## src/rtl/im_loader.sv

```systemverilog
// Boot-time instruction-memory loader: takes a length-prefixed, XOR-checksummed
// byte stream, writes big-endian 32-bit words and stalls the CPU until verified.
module im_loader #(
  parameter int ADDR_W = 10,
  parameter int DEPTH  = 1024
) (
  input  logic              clk,
  input  logic              reset_n,
  input  logic              start,
  input  logic              byte_valid,
  input  logic [7:0]        byte_data,
  output logic              byte_ready,
  output logic              im_we,
  output logic [ADDR_W-1:0] im_addr,
  output logic [31:0]       im_wdata,
  output logic              busy,
  output logic              done,
  output logic              error,
  output logic              cpu_hold
);

  typedef enum logic [2:0] {
    S_IDLE, S_LEN_HI, S_LEN_LO, S_DATA, S_CHK, S_DONE, S_ERROR
  } state_t;

  localparam logic [16:0] DEPTH_L = 17'(DEPTH);

  state_t            state_q;
  logic [7:0]        len_hi_q;
  logic [15:0]       len_q;
  logic [ADDR_W:0]   idx_q;
  logic [1:0]        cnt_q;
  logic [23:0]       asm_q;
  logic [7:0]        chk_q;
  logic              we_q;
  logic [ADDR_W-1:0] addr_q;
  logic [31:0]       wdata_q;

  logic              xfer;
  logic [15:0]       len_d;
  logic [31:0]       word_d;
  logic [ADDR_W:0]   idx_d;
  logic [7:0]        chk_d;
  logic              last_word;

  assign xfer      = byte_valid && byte_ready;
  assign len_d     = {len_hi_q, byte_data};
  assign word_d    = {asm_q, byte_data};
  assign idx_d     = idx_q + 1'b1;
  assign chk_d     = chk_q ^ asm_q[23:16] ^ asm_q[15:8] ^ asm_q[7:0] ^ byte_data;
  // Index is one bit wider than the address so N == 2**ADDR_W terminates cleanly.
  assign last_word = (16'(idx_d) == len_q);

  always_ff @(posedge clk or negedge reset_n) begin
    if (!reset_n) begin
      state_q  <= S_IDLE;
      len_hi_q <= '0;
      len_q    <= '0;
      idx_q    <= '0;
      cnt_q    <= '0;
      asm_q    <= '0;
      chk_q    <= '0;
      we_q     <= 1'b0;
      addr_q   <= '0;
      wdata_q  <= '0;
    end else begin
      we_q <= 1'b0;
      case (state_q)
        S_IDLE, S_DONE, S_ERROR: begin
          if (start) begin
            state_q <= S_LEN_HI;
            idx_q   <= '0;
            chk_q   <= '0;
            cnt_q   <= '0;
          end
        end
        S_LEN_HI: begin
          if (xfer) begin
            len_hi_q <= byte_data;
            state_q  <= S_LEN_LO;
          end
        end
        S_LEN_LO: begin
          if (xfer) begin
            len_q <= len_d;
            if ({1'b0, len_d} > DEPTH_L) state_q <= S_ERROR;
            else if (len_d == 16'd0)     state_q <= S_CHK;
            else                         state_q <= S_DATA;
          end
        end
        S_DATA: begin
          if (xfer) begin
            cnt_q <= cnt_q + 1'b1;
            asm_q <= word_d[23:0];
            if (cnt_q == 2'd3) begin
              we_q    <= 1'b1;
              addr_q  <= idx_q[ADDR_W-1:0];
              wdata_q <= word_d;
              idx_q   <= idx_d;
              chk_q   <= chk_d;
              if (last_word) state_q <= S_CHK;
            end
          end
        end
        S_CHK: begin
          if (xfer) state_q <= (byte_data == chk_q) ? S_DONE : S_ERROR;
        end
        default: state_q <= S_IDLE;
      endcase
    end
  end

  assign byte_ready = (state_q == S_LEN_HI) || (state_q == S_LEN_LO) ||
                      (state_q == S_DATA)   || (state_q == S_CHK);
  assign busy       = byte_ready;
  assign done       = (state_q == S_DONE);
  assign error      = (state_q == S_ERROR);
  assign cpu_hold   = (state_q != S_DONE);
  assign im_we      = we_q;
  assign im_addr    = addr_q;
  assign im_wdata   = wdata_q;

endmodule

```

## config.mk

```make
export PLATFORM = sky130hd
export DESIGN_NAME = im_loader
export DESIGN_NICKNAME = d
export VERILOG_FILES = /design/src/rtl/im_loader.sv
export SDC_FILE = /design/constraint.sdc
export NUM_CORES = 1
export LEC_CHECK = 0
export ABC_AREA = 0
export CORE_MARGIN = 2
export CORE_UTILIZATION = 40
export DETAILED_ROUTE_END_ITERATION = 8
export SETUP_SLACK_MARGIN = 0.1
export SYNTH_ARGS = -nofsm -noshare
export SYNTH_HDL_FRONTEND = slang
export SYNTH_SLANG_ARGS = --single-unit
```

## constraint.sdc

```tcl
create_clock -name clk -period 4.2 [get_ports clk]
set_input_delay 0.42 -clock clk [delete_from_list [all_inputs] [get_ports clk]]
set_output_delay 0.42 -clock clk [all_outputs]
set_load 0.1 [all_outputs]
```

After elaboration in Yosys (flattened, before gate mapping)
Index checks and enable logic that the tools add are counted.
W data, S select, Z words.
- add/sub/neg operators: 2
- $lt $le $gt $ge: 1
- equal/unequal tests: 17
- multiplexer cells: 25
- bitwise operators: 4
- reductions and logical operators: 15
- operators with widths (kind ; count):
    $mux W11 ; 3
    $xor A8 B8 Y8 ; 4
    $mux W3 ; 9
    $mux W8 ; 3
    $pmux W11 S2 ; 1
    $eq A11 B16 Y1 ; 1
    $gt A16 B11 Y1 const B ; 1
    $logic_not A16 Y1 ; 1
    $pmux W8 S2 ; 1
    $pmux W3 S5 ; 1
    $ne A2 B2 Y1 const B ; 7
    $add A11 B1 Y11 const B ; 1
    $eq A3 B3 Y1 const B ; 3
    $eq A8 B8 Y1 ; 1
    $reduce_and A7 Y1 ; 1
    $eq A3 B2 Y1 const B ; 2
    $mux W2 ; 3
    $reduce_and A2 Y1 ; 3
    $reduce_and A3 Y1 ; 2
    $pmux W2 S2 ; 1
    $reduce_and A4 Y1 ; 1
    $eq A3 B1 Y1 const B ; 1
    $logic_not A3 Y1 ; 1
    $logic_or A1 B1 Y1 ; 3
    other kinds (7) ; 9
- register bits after elaboration: 115
- input bits: 12
- output and inout port bits: 48

Logic depth before layout (Yosys ltp)
Gate-level depths: netlist of run 1.
- depth in word-level cells: 7
- depth in mapped cells: 9
- mapped depth without buffers: 7

Worst setup path before layout of run 1
Ideal clock, no wire load.
- path type: reg2out
- start point: register state_q[2]
- end point: output error
- data arrival time: 3.030 ns
- data required time: 3.780 ns
- setup slack: 0.750 ns
- cell stages (with the launch flop): 5
- path buffers: 2
- cell sequence: dfrtp_1 > clkbuf_1 > clkbuf_1 > inv_1 > nor3_1
- cells in the longest elaborated chain, start to end: 1
- ends and longest elaborated chain (item ; RTL line ; text):
    from (decl) ; 28 ; state_t state_q;
    from (signal assigned) ; 106 ; if (xfer) state_q <= (byte_data == chk_q) ? S_DONE : S_ERROR;
    $eq A3 B3 Y1 ; 117 ; assign error = (state_q == S_ERROR);
    to (decl) ; 18 ; output logic error,
No other way between the ends.

Worst setup path in the final report of run 1
- start point: register state_q[0]
- end point: output busy
- cells in the longest elaborated chain, start to end: 4
- elaborated cells between the ends (all ways): 7
- ends and longest elaborated chain (item ; RTL line ; text):
    $eq A3 B1 Y1 or $eq A3 B2 Y1 (tied branches) ; 113 ; assign byte_ready = (state_q == S_LEN_HI) || (state_q == S_LEN_LO) ||
    $logic_or A1 B1 Y1 (2 in a row) ; 113 ;
    $logic_or A1 B1 Y1 * ; 114 ; (state_q == S_DATA) || (state_q == S_CHK);
    to (decl) ; 16 ; output logic busy,
Mark *: on every way between the ends. The rest lies on a longest branch, timed or not.

==> run summary, run 1 <==
vias per inst: 5.01
Max VDD drop: 555 uV
Place WS: 1.37 ns
HPWL Detailed: 8.32 mm
Critical Path Fanout Max: 18
Worst-path clk slew: 0.05 ns
port bufs: 59
Sw Pwr: 2.67 mW
Syn Inst Count: 603
Critical Path RT: 3.78 ns
Fmax: 311 MHz
post-synth top area share: 0.524
Routed Antenna Nets: 0
CP Launch Type: register
leading area contributor after synthesis: dfrtp_1
WP buf/inv: 1
Worst Hold Margin: 0.470 ns
Final Max Slew Viols: 0
RSZ-0062 raised after global routing: false
combinational family with the most area after synthesis: simple AND/OR/NAND/NOR gates
Tcrit/Tclk final: 0.766
number of global-route vias before repair: 4256
fin cells: 835
Horiz. Die Dim: 121 um
Final GP Congestion: 0.788
Hold Vio Cnt, Final: 0
Synth Area in XOR/XNOR: 0.0766
DR pass1 iterations: 4
drt first-iter violations: 357
distinct cell type count after synthesis: 45
Clock power frac: 0.252
Avg WL per Cell: 15.1 um
WL final: 12.6 mm
cell count after placement: 802
pwr dens: 884 nW/um2
die area: 14700 um2
hold crit path type: register to register
Post-synth ARST share: 1.00
Root Buffer Master: clkbuf_16
relative slew slack: 0.308
final setup margin: 0.982 ns
status: finished, final reports clean
DRC viols: 0
mux contribution to synthesized area: 0.0586
Layout Nets: 660
crit-path max cell delay: 1.18 ns
WS Path Type: register to output port
via count: 4181
register share of total power: 0.317
Sw Ratio: 0.444
slowest CP cell: clkdlybuf4s50_1
Util after Layout: 0.511
first-pass GRT wire length: 21.4 mm
worst-path cell chain: nor2_1, xnor2_1, clkdlybuf4s50_1
initial antenna violation count: 0
Synth Area in Simple Gates: 0.226
setup TNS: 0 ns
routed wl met3: 545 um
Max Cap Violations: 0
CP Data Arrival Time: 2.80 ns
starting density of the core: 0.413
combinational share of power: 0.431
Final setup viols: 0
Global Route Usage Sum: 0.186
CTS tree: done
Row Count: 42
Crit path max-delay family: buffers and inverters
met1 WL: 5.90 mm
total gr overflow: 0
Synth Area per Inst: 9.10 um2
Least-Margin Pin Slew: 1.04 ns
Area contributors post-synth: dfrtp_1 52%, nand2_1 16%, xnor2_1 5.7%
Core ar.: 13300 um2
Syn Nets: 617
crit end category: output port
layout cells sized above 1: 0.114
Skew-Pair Late Insertion Delay: 0.41 ns
top sig layer: met4
crit path time final: 3.22 ns
maximum number of pins on one net before global-route repair: 56
adder-cell area share of the yosys netlist: 0.00456
htree depth: 4
Syn. warnings: 0
#FFs+latches synth: 115
Post-synth top flop: dfrtp_1
Post-synth EDFFs: 0
WL met2: 6.03 mm
register area share after synthesis: 0.524
CTS Sinks: 115
I/O pin count: 60
Pleak: 3.20 nW
Synth Cell Area: 5490 um2
Clock Skews: 0.0149 ns
Layout area overhead: 23.8%
post-synthesis compound-gate area fraction: 0.0711
antenna diode count: 0
cts bufs inserted: 17
number of fill cells: 1263
Max Buffers Root-to-Sink: 2
Pint: 3.34 mW
Die Y: 121 um
synthesized netlist by cell type (2+ instances only):
| cell | instances |
|---|---|
| nand2_1 | 227 |
| dfrtp_1 | 115 |
| o21ai_0 | 38 |
| xnor2_1 | 36 |
| clkbuf_1 | 25 |
| mux2_2 | 25 |
| nor2_1 | 25 |
| xor2_1 | 12 |
| buf_2 | 11 |
| nor3_1 | 9 |
| nand3_1 | 8 |
| a21oi_1 | 6 |
| inv_1 | 6 |
| o31ai_1 | 5 |
| and3_1 | 4 |
| buf_4 | 4 |
| mux2i_1 | 4 |
| a31oi_1 | 3 |
| buf_1 | 3 |
| nor4_1 | 3 |
| a2111oi_0 | 2 |
| a211o_1 | 2 |
| ha_1 | 2 |
| nand4_1 | 2 |
| nand4_2 | 2 |
| nor2b_1 | 2 |
| nor3_2 | 2 |
| o21a_1 | 2 |
| o21ai_1 | 2 |
per-stage QoR:
| step | area (um2) | power, mW |
|---|---|---|
| global placement | 6170 | 4.46 |
| floorplan | 5490 | 3.90 |
| finish | 6800 | 6.01 |
| global route | 6800 | 6.34 |
| detailed placement | 6170 | 4.52 |
| CTS | 6800 | 6.05 |
path summary, 6_finish.rpt:
check                            from    endpoint  slack (ns)  depth (start not counted)
max reg2reg                state_q[1]    idx_q[7]        1.65                         10
min                        im_addr[7]  im_addr[7]        0.47                          2
max in group asynchronous     reset_n    chk_q[3]        2.71                          3
min reg2reg                im_addr[7]  im_addr[7]        0.47                          2
max                        state_q[0]        busy        0.98                          3
min in group asynchronous     reset_n  im_addr[5]        0.51                          2
cell type report:
class                      instances  area (um2)  area share
inverter                           6        22.5     0.00331
timing repair buffer              67         651      0.0957
multi-input combinational        439        2400       0.354
clock inverter                    10         155      0.0228
clock buffer                      22         464      0.0683
sequential                       115        2880       0.423
tap                              176         220      0.0324
power groups by stage:
stage / clock network [mW] / logic [mW] / registers [mW]
2_1_floorplan: 0 / 1.16 / 2.74
3_3_place_gp: 0 / 2.56 / 1.90
3_5_place_dp: 0 / 2.60 / 1.91
4_1_cts: 1.54 / 2.61 / 1.90
5_1_grt: 1.59 / 2.78 / 1.97
6_report: 1.51 / 2.59 / 1.90
sequential cells by signal (all words and copies together), names as in the netlist:
name / cells
state_q: 3
chk_q: 8
im_addr: 10
len_q: 16
im_we: 1
asm_q: 24
cnt_q: 2
len_hi_q: 8
idx_q: 11
im_wdata: 32
metal layers:
metal | GRT usage | vias up
li1 | - | 2048
met1 | 0.255 | 2031
met2 | 0.295 | 90
met3 | 0.0451 | 12
met4 | 0.0524 | 0
met5 | 0 | -
layout by cell type, fill, tap and decap left out, drive strengths merged, types with 2 or more instances in the layout:
cell	instances
clkinv	4
xor2	12
and3	5
a21oi	6
dfrtp	115
clkinvlp	2
a2111oi	2
nand4	4
bufinv	4
mux2i	4
nor2b	2
a211o	2
nor3	11
o21ai	40
mux2	25
a31oi	3
clkbuf	22
nand3	9
nand2	227
nor4	4
or3	2
ha	2
o21a	2
buf	8
clkdlybuf4s50	58
nor2	25
o31ai	5
inv	6
xnor2	36
worst min-delay path, cell delays in order, from the launching register on:
cell and delay [ns]:
dfrtp_1 0.34, nand2_1 0.05, nand2_1 0.05
cells by family (layout without fill, tap and decap cells):
group           count (synthesis)  count (layout)
flops                         115             115
xor+xnor                       48              48
simple gates                  294             294
buf+inv                        49             105
compound gates                 66              66
fa+ha+maj                       2               2
mux                            29              29
timing repair:
action	4_1_cts	5_1_grt
hold buffers	1	0
resized for setup	0	0
setup buffers	0	0
endpoints found under the hold margin	34	0
Note: power is estimated with default switching activity, not from simulation.
==> run 2, diff against run 1 <==
==> constraint.sdc (replaced) <==
create_clock -name clk -period 2.8 [get_ports clk]
set_input_delay 0.28 -clock clk [delete_from_list [all_inputs] [get_ports clk]]
set_output_delay 0.28 -clock clk [all_outputs]
set_load 0.1 [all_outputs]
==> run summary, run 2 (synthesis results as in run 1) <==
Core ar.: 13300 um2
slowest CP cell: dfrtp_1
Routed Antenna Nets: 0
CP Data Arrival Time: 2.68 ns
WS Path Type: register to register
cts bufs inserted: 17
relative slew slack: 0.395
Worst-path clk slew: 0.05 ns
CTS tree: done
Final setup viols: 0
Pint: 4.96 mW
starting density of the core: 0.413
crit path time final: 2.40 ns
top sig layer: met4
first-pass GRT wire length: 21.4 mm
initial antenna violation count: 0
most frequent cells in the layout: 226 x nand2_1, 115 x dfrtp_1, 62 x buf_4
Sw Ratio: 0.446
Sw Pwr: 4.00 mW
FF-to-FF setup slack: 0.40 ns
Place WS: 0.373 ns
Clock Skews: 0.0103 ns
status: finished with violations
Clock power frac: 0.251
post-CTS sizing: 0
combinational share of power: 0.430
Max Cap Violations: 0
Fmax: 417 MHz
WL met2: 6.02 mm
Post-CTS Setup Bufs: 0
met1 WL: 5.68 mm
Crit path max-delay family: simple AND/OR/NAND/NOR gates
setup TNS: 0 ns
antenna diode count: 0
Root Buffer Master: clkbuf_16
CP Launch Type: register
number of fill cells: 1225
vias per inst: 5.00
routed wl met3: 565 um
max FFs per register: 32
die area: 14700 um2
Final GP Congestion: 0.814
final setup margin: 0.400 ns
Critical Path Fanout Max: 7
Layout Nets: 666
crit-path max cell delay: 0.47 ns
commonest non-fill, non-tap cell in the layout: nand2_1
I/O pin count: 60
port bufs: 59
Max Buffers Root-to-Sink: 2
htree depth: 4
worst-path cell chain: ha_1, nand3_2, or3_4, o21ai_1, a311oi_2, nor4_2, o22ai_1
drt first-iter violations: 221
Global Route Usage Sum: 0.187
Row Count: 42
layout cells sized above 1: 0.202
DR pass1 iterations: 4
Layout area overhead: 23.0%
crit end category: register
DRC viols: 0
Max VDD drop: 1040 uV
Final Max Slew Viols: 0
Hold Vio Cnt, Final: 15
WP buf/inv: 0
RSZ-0062 raised after global routing: false
Power, Total: 8.96 mW
Die Y: 121 um
pwr dens: 1330 nW/um2
via count: 4203
Horiz. Die Dim: 121 um
Skew-Pair Late Insertion Delay: 0.41 ns
WL final: 12.6 mm
number of global-route vias before repair: 4292
Pleak: 3.31 nW
Critical Path RT: 3.08 ns
DP Area: 6130 um2
failing checks: hold timing
HPWL Detailed: 8.57 mm
CTS Sinks: 115
Avg WL per Cell: 15.0 um
cell area after layout: 6750 um2
register share of total power: 0.319
maximum number of pins on one net before global-route repair: 68
total gr overflow: 0
Worst Hold Margin: -0.0375 ns
Tcrit/Tclk final: 0.857
Least-Margin Pin Slew: 0.908 ns
hold crit path type: primary input to asynchronous set/reset pin
CTS Hold Buffers Added: 0
==> run 2: per-layer routing <==
| layer | track usage | vias to the layer above |
|---|---|---|
| li1 | - | 2059 |
| met3 | 0.0409 | 20 |
| met1 | 0.241 | 2032 |
| met2 | 0.298 | 92 |
| met4 | 0.0948 | 0 |
| met5 | 0 | - |
==> run 2: path summary, 6_finish.rpt <==
kind / to / cells past startpoint / from
max in group asynchronous: asm_q[15] / 2 / reset_n
worst min-delay path: im_addr[4] / 1 / reset_n
worst max-delay path: state_q[0] / 7 / idx_q[0]
worst max register to register: state_q[0] / 7 / idx_q[0]
min in group clk: im_addr[5] / 2 / im_addr[5]
worst min register to register: im_addr[5] / 2 / im_addr[5]
==> run 2: cell type report <==
| cell class | instances | area [um2] | share of cell area |
|---|---|---|---|
| multi-input combinational | 439 | 2420 | 0.359 |
| clock buffer | 22 | 464 | 0.0688 |
| tap | 176 | 220 | 0.0326 |
| inverter | 6 | 26.3 | 0.00389 |
| timing repair buffer | 73 | 586 | 0.0867 |
| clock inverter | 10 | 155 | 0.0230 |
| sequential | 115 | 2880 | 0.426 |
==> run 2: metrics by stage <==
step,std cells,hold WS [ns],util
floorplan,603,-0.0156,-
global placement,809,0.458,0.461
detailed placement,809,0.463,0.461
CTS,841,0.0282,0.508
global route,841,0.0804,0.508
finish,841,-0.0375,0.508
==> run 2: power groups by stage <==
| stage | sequential [mW] | combinational [mW] | clock, mW |
|---|---|---|---|
| 4_1_cts | 2.86 | 3.88 | 2.30 |
| 6_report | 2.86 | 3.85 | 2.25 |
| 3_5_place_dp | 2.88 | 3.87 | 0 |
| 5_1_grt | 2.96 | 4.13 | 2.36 |
| 2_1_floorplan | 4.12 | 1.75 | 0 |
| 3_3_place_gp | 2.85 | 3.81 | 0 |
==> run 2: worst register-to-register path: cells and delay by family (launching register included) <==
kind	cells	cell delay, ns
AND/OR/NAND/NOR	3	1.01
AO/OA/AOI/OAI	3	0.42
adder cells (fa/ha/maj)	1	0.37
flip-flops	1	0.47
==> run 3, diff against run 2 <==
--- a/config.mk
+++ b/config.mk
@@ -5,7 +5,7 @@
 export SDC_FILE = /design/constraint.sdc
 export NUM_CORES = 1
 export LEC_CHECK = 0
-export ABC_AREA = 0
+export ABC_AREA = 1
 export CORE_MARGIN = 2
 export CORE_UTILIZATION = 40
 export DETAILED_ROUTE_END_ITERATION = 8
==> run summary, run 3 <==
leading area contributor after synthesis: dfrtp_1
starting density of the core: 0.408
first-pass GRT wire length: 20.6 mm
die area: 14500 um2
CTS tree: done
Max Cap Violations: 0
Syn Nets: 644
port bufs: 59
Final setup viols: 0
Pleak: 3.18 nW
CP Data Arrival Time: 2.49 ns
commonest non-fill, non-tap cell in the layout: nand2_1
maximum number of pins on one net before global-route repair: 56
Core ar.: 13200 um2
Final Max Slew Viols: 0
Worst Setup SP: idx_q[0]
crit end category: register
cell area after layout: 6620 um2
distinct cell type count after synthesis: 33
WL final: 12.2 mm
Root Buffer Master: clkbuf_16
setup TNS: 0 ns
vias per inst: 4.81
HPWL Detailed: 8.54 mm
Max VDD drop: 895 uV
Max Buffers Root-to-Sink: 2
Syn. warnings: 0
Post-CTS Setup Bufs: 0
footprint of the multi-input gates: 2150 um2
post-CTS sizing: 0
Hold Vio Cnt, Final: 0
total gr overflow: 0
Layout Nets: 706
Synth Area in Simple Gates: 0.217
DR pass1 iterations: 4
Avg WL per Cell: 13.8 um
Global Route Usage Sum: 0.183
number of global-route vias before repair: 4114
CTS Hold Buffers Added: 1
crit path time final: 2.19 ns
worst-case reg-to-reg path depth: 14
layout cells sized above 1: 0.166
#FFs+latches synth: 115
via count: 4234
status: finished, final reports clean
Skew-Pair Late Insertion Delay: 0.41 ns
Final GP Congestion: 0.803
pwr dens: 1400 nW/um2
Worst-path clk slew: 0.05 ns
DP Area: 6040 um2
Tcrit/Tclk final: 0.783
Critical Path Fanout Max: 5
Horiz. Die Dim: 120 um
adder-cell area share of the yosys netlist: 0.00463
initial antenna violation count: 0
Post-synth ARST share: 1.00
most common cell in the netlist: nand2_1
CP Launch Type: register
CTS Sinks: 115
register area: 2880 um2
Critical Path RT: 3.10 ns
Clock Skews: 0.00656 ns
Synth Area per Inst: 8.58 um2
Post-synth top flop: dfrtp_1
Least-Margin Pin Slew: 0.888 ns
RR Startpoint: idx_q[0]
relative slew slack: 0.407
DRC viols: 0
Synth Cell Area: 5410 um2
post-synthesis compound-gate area fraction: 0.114
Syn Inst Count: 630
combinational family with the most area after synthesis: simple AND/OR/NAND/NOR gates
Routed Antenna Nets: 0
RSZ-0062 raised after global routing: false
most frequent cells in the layout: 190 x nand2_1, 115 x dfrtp_1, 64 x inv_1
Layout area overhead: 22.4%
I/O pin count: 60
hold crit path type: primary input to asynchronous set/reset pin
list of most frequent post-synthesis cells: 190 x nand2_1, 115 x dfrtp_1, 64 x inv_1, 50 x o21ai_0, 40 x o21ai_1
Area contributors post-synth: dfrtp_1 53%, nand2_1 13%, o21ai_0 4.6%
cts bufs inserted: 17
Post-synth EDFFs: 0
WS Path Type: register to register
htree depth: 4
Die Y: 120 um
max FFs per register: 32
Fmax: 456 MHz
register area share after synthesis: 0.532
drt first-iter violations: 210
post-synth top area share: 0.532
antenna diode count: 0
number of fill cells: 1289
Synth Area in XOR/XNOR: 0.0611
Row Count: 42
mux contribution to synthesized area: 0
run 3: through the flow:
stage	power [mW]	instances	worst slack (ns)	utilization	hold WS [ns]
2_1_floorplan	6.39	630	0.150	-	-0.0156
3_3_place_gp	7.19	848	0.560	0.456	0.382
3_5_place_dp	7.25	848	0.597	0.456	0.380
4_1_cts	9.35	880	0.580	0.500	0.478
5_1_grt	9.85	880	0.377	0.500	0.507
6_report	9.26	880	0.607	0.500	0.471
run 3: area by class of cell:
cell class	count	share of cell area
timing repair buffer	65	0.0798
sequential	115	0.435
clock inverter	10	0.0164
clock buffer	21	0.0696
inverter	72	0.0408
multi-input combinational	421	0.325
tap	176	0.0333
run 3: routing by layer:
metal | wire length, um | global-route usage
met5 | 0 | 0
met4 | 206 | 0.0690
met3 | 516 | 0.0410
met2 | 5790 | 0.294
met1 | 5650 | 0.243
run 3: worst max-delay path, cell delays in order (launching register included):
cell      delay, ns
dfrtp_1        0.43
ha_1           0.37
inv_1          0.05
nand2_1        0.05
nand2_1        0.05
nor2_1         0.10
nand2_1        0.08
nor2_1         0.09
nand3_1        0.07
nor2_1         0.13
nand3_1        0.15
o21bai_2       0.25
nand2_1        0.14
nand2_1        0.08
nand2_1        0.05
run 3: path summary, 6_finish.rpt:
check	end	slack, ns
min in group clk	im_wdata[29]	0.48
max in group asynchronous	len_q[14]	1.59
worst min-delay path	idx_q[3]	0.47
worst min register to register	im_wdata[29]	0.48
worst max-delay path	state_q[0]	0.61
worst max register to register	state_q[0]	0.61
run 3: cell families (layout without fill, tap and decap cells):
| family | count (synthesis) | after routing |
|---|---|---|
| AND/OR/NAND/NOR | 271 | 271 |
| flip-flops | 115 | 115 |
| AO/OA/AOI/OAI | 112 | 112 |
| buffers and inverters | 94 | 168 |
| XOR/XNOR | 36 | 36 |
| adder cells (fa/ha/maj) | 2 | 2 |
run 3: report_power, final:
part / internal (mW) / leakage (nW) / switching, mW
sequential: 2.28 / 1.52 / 0.487
clock: 1.34 / 0.278 / 0.728
combinational: 1.27 / 1.39 / 3.16
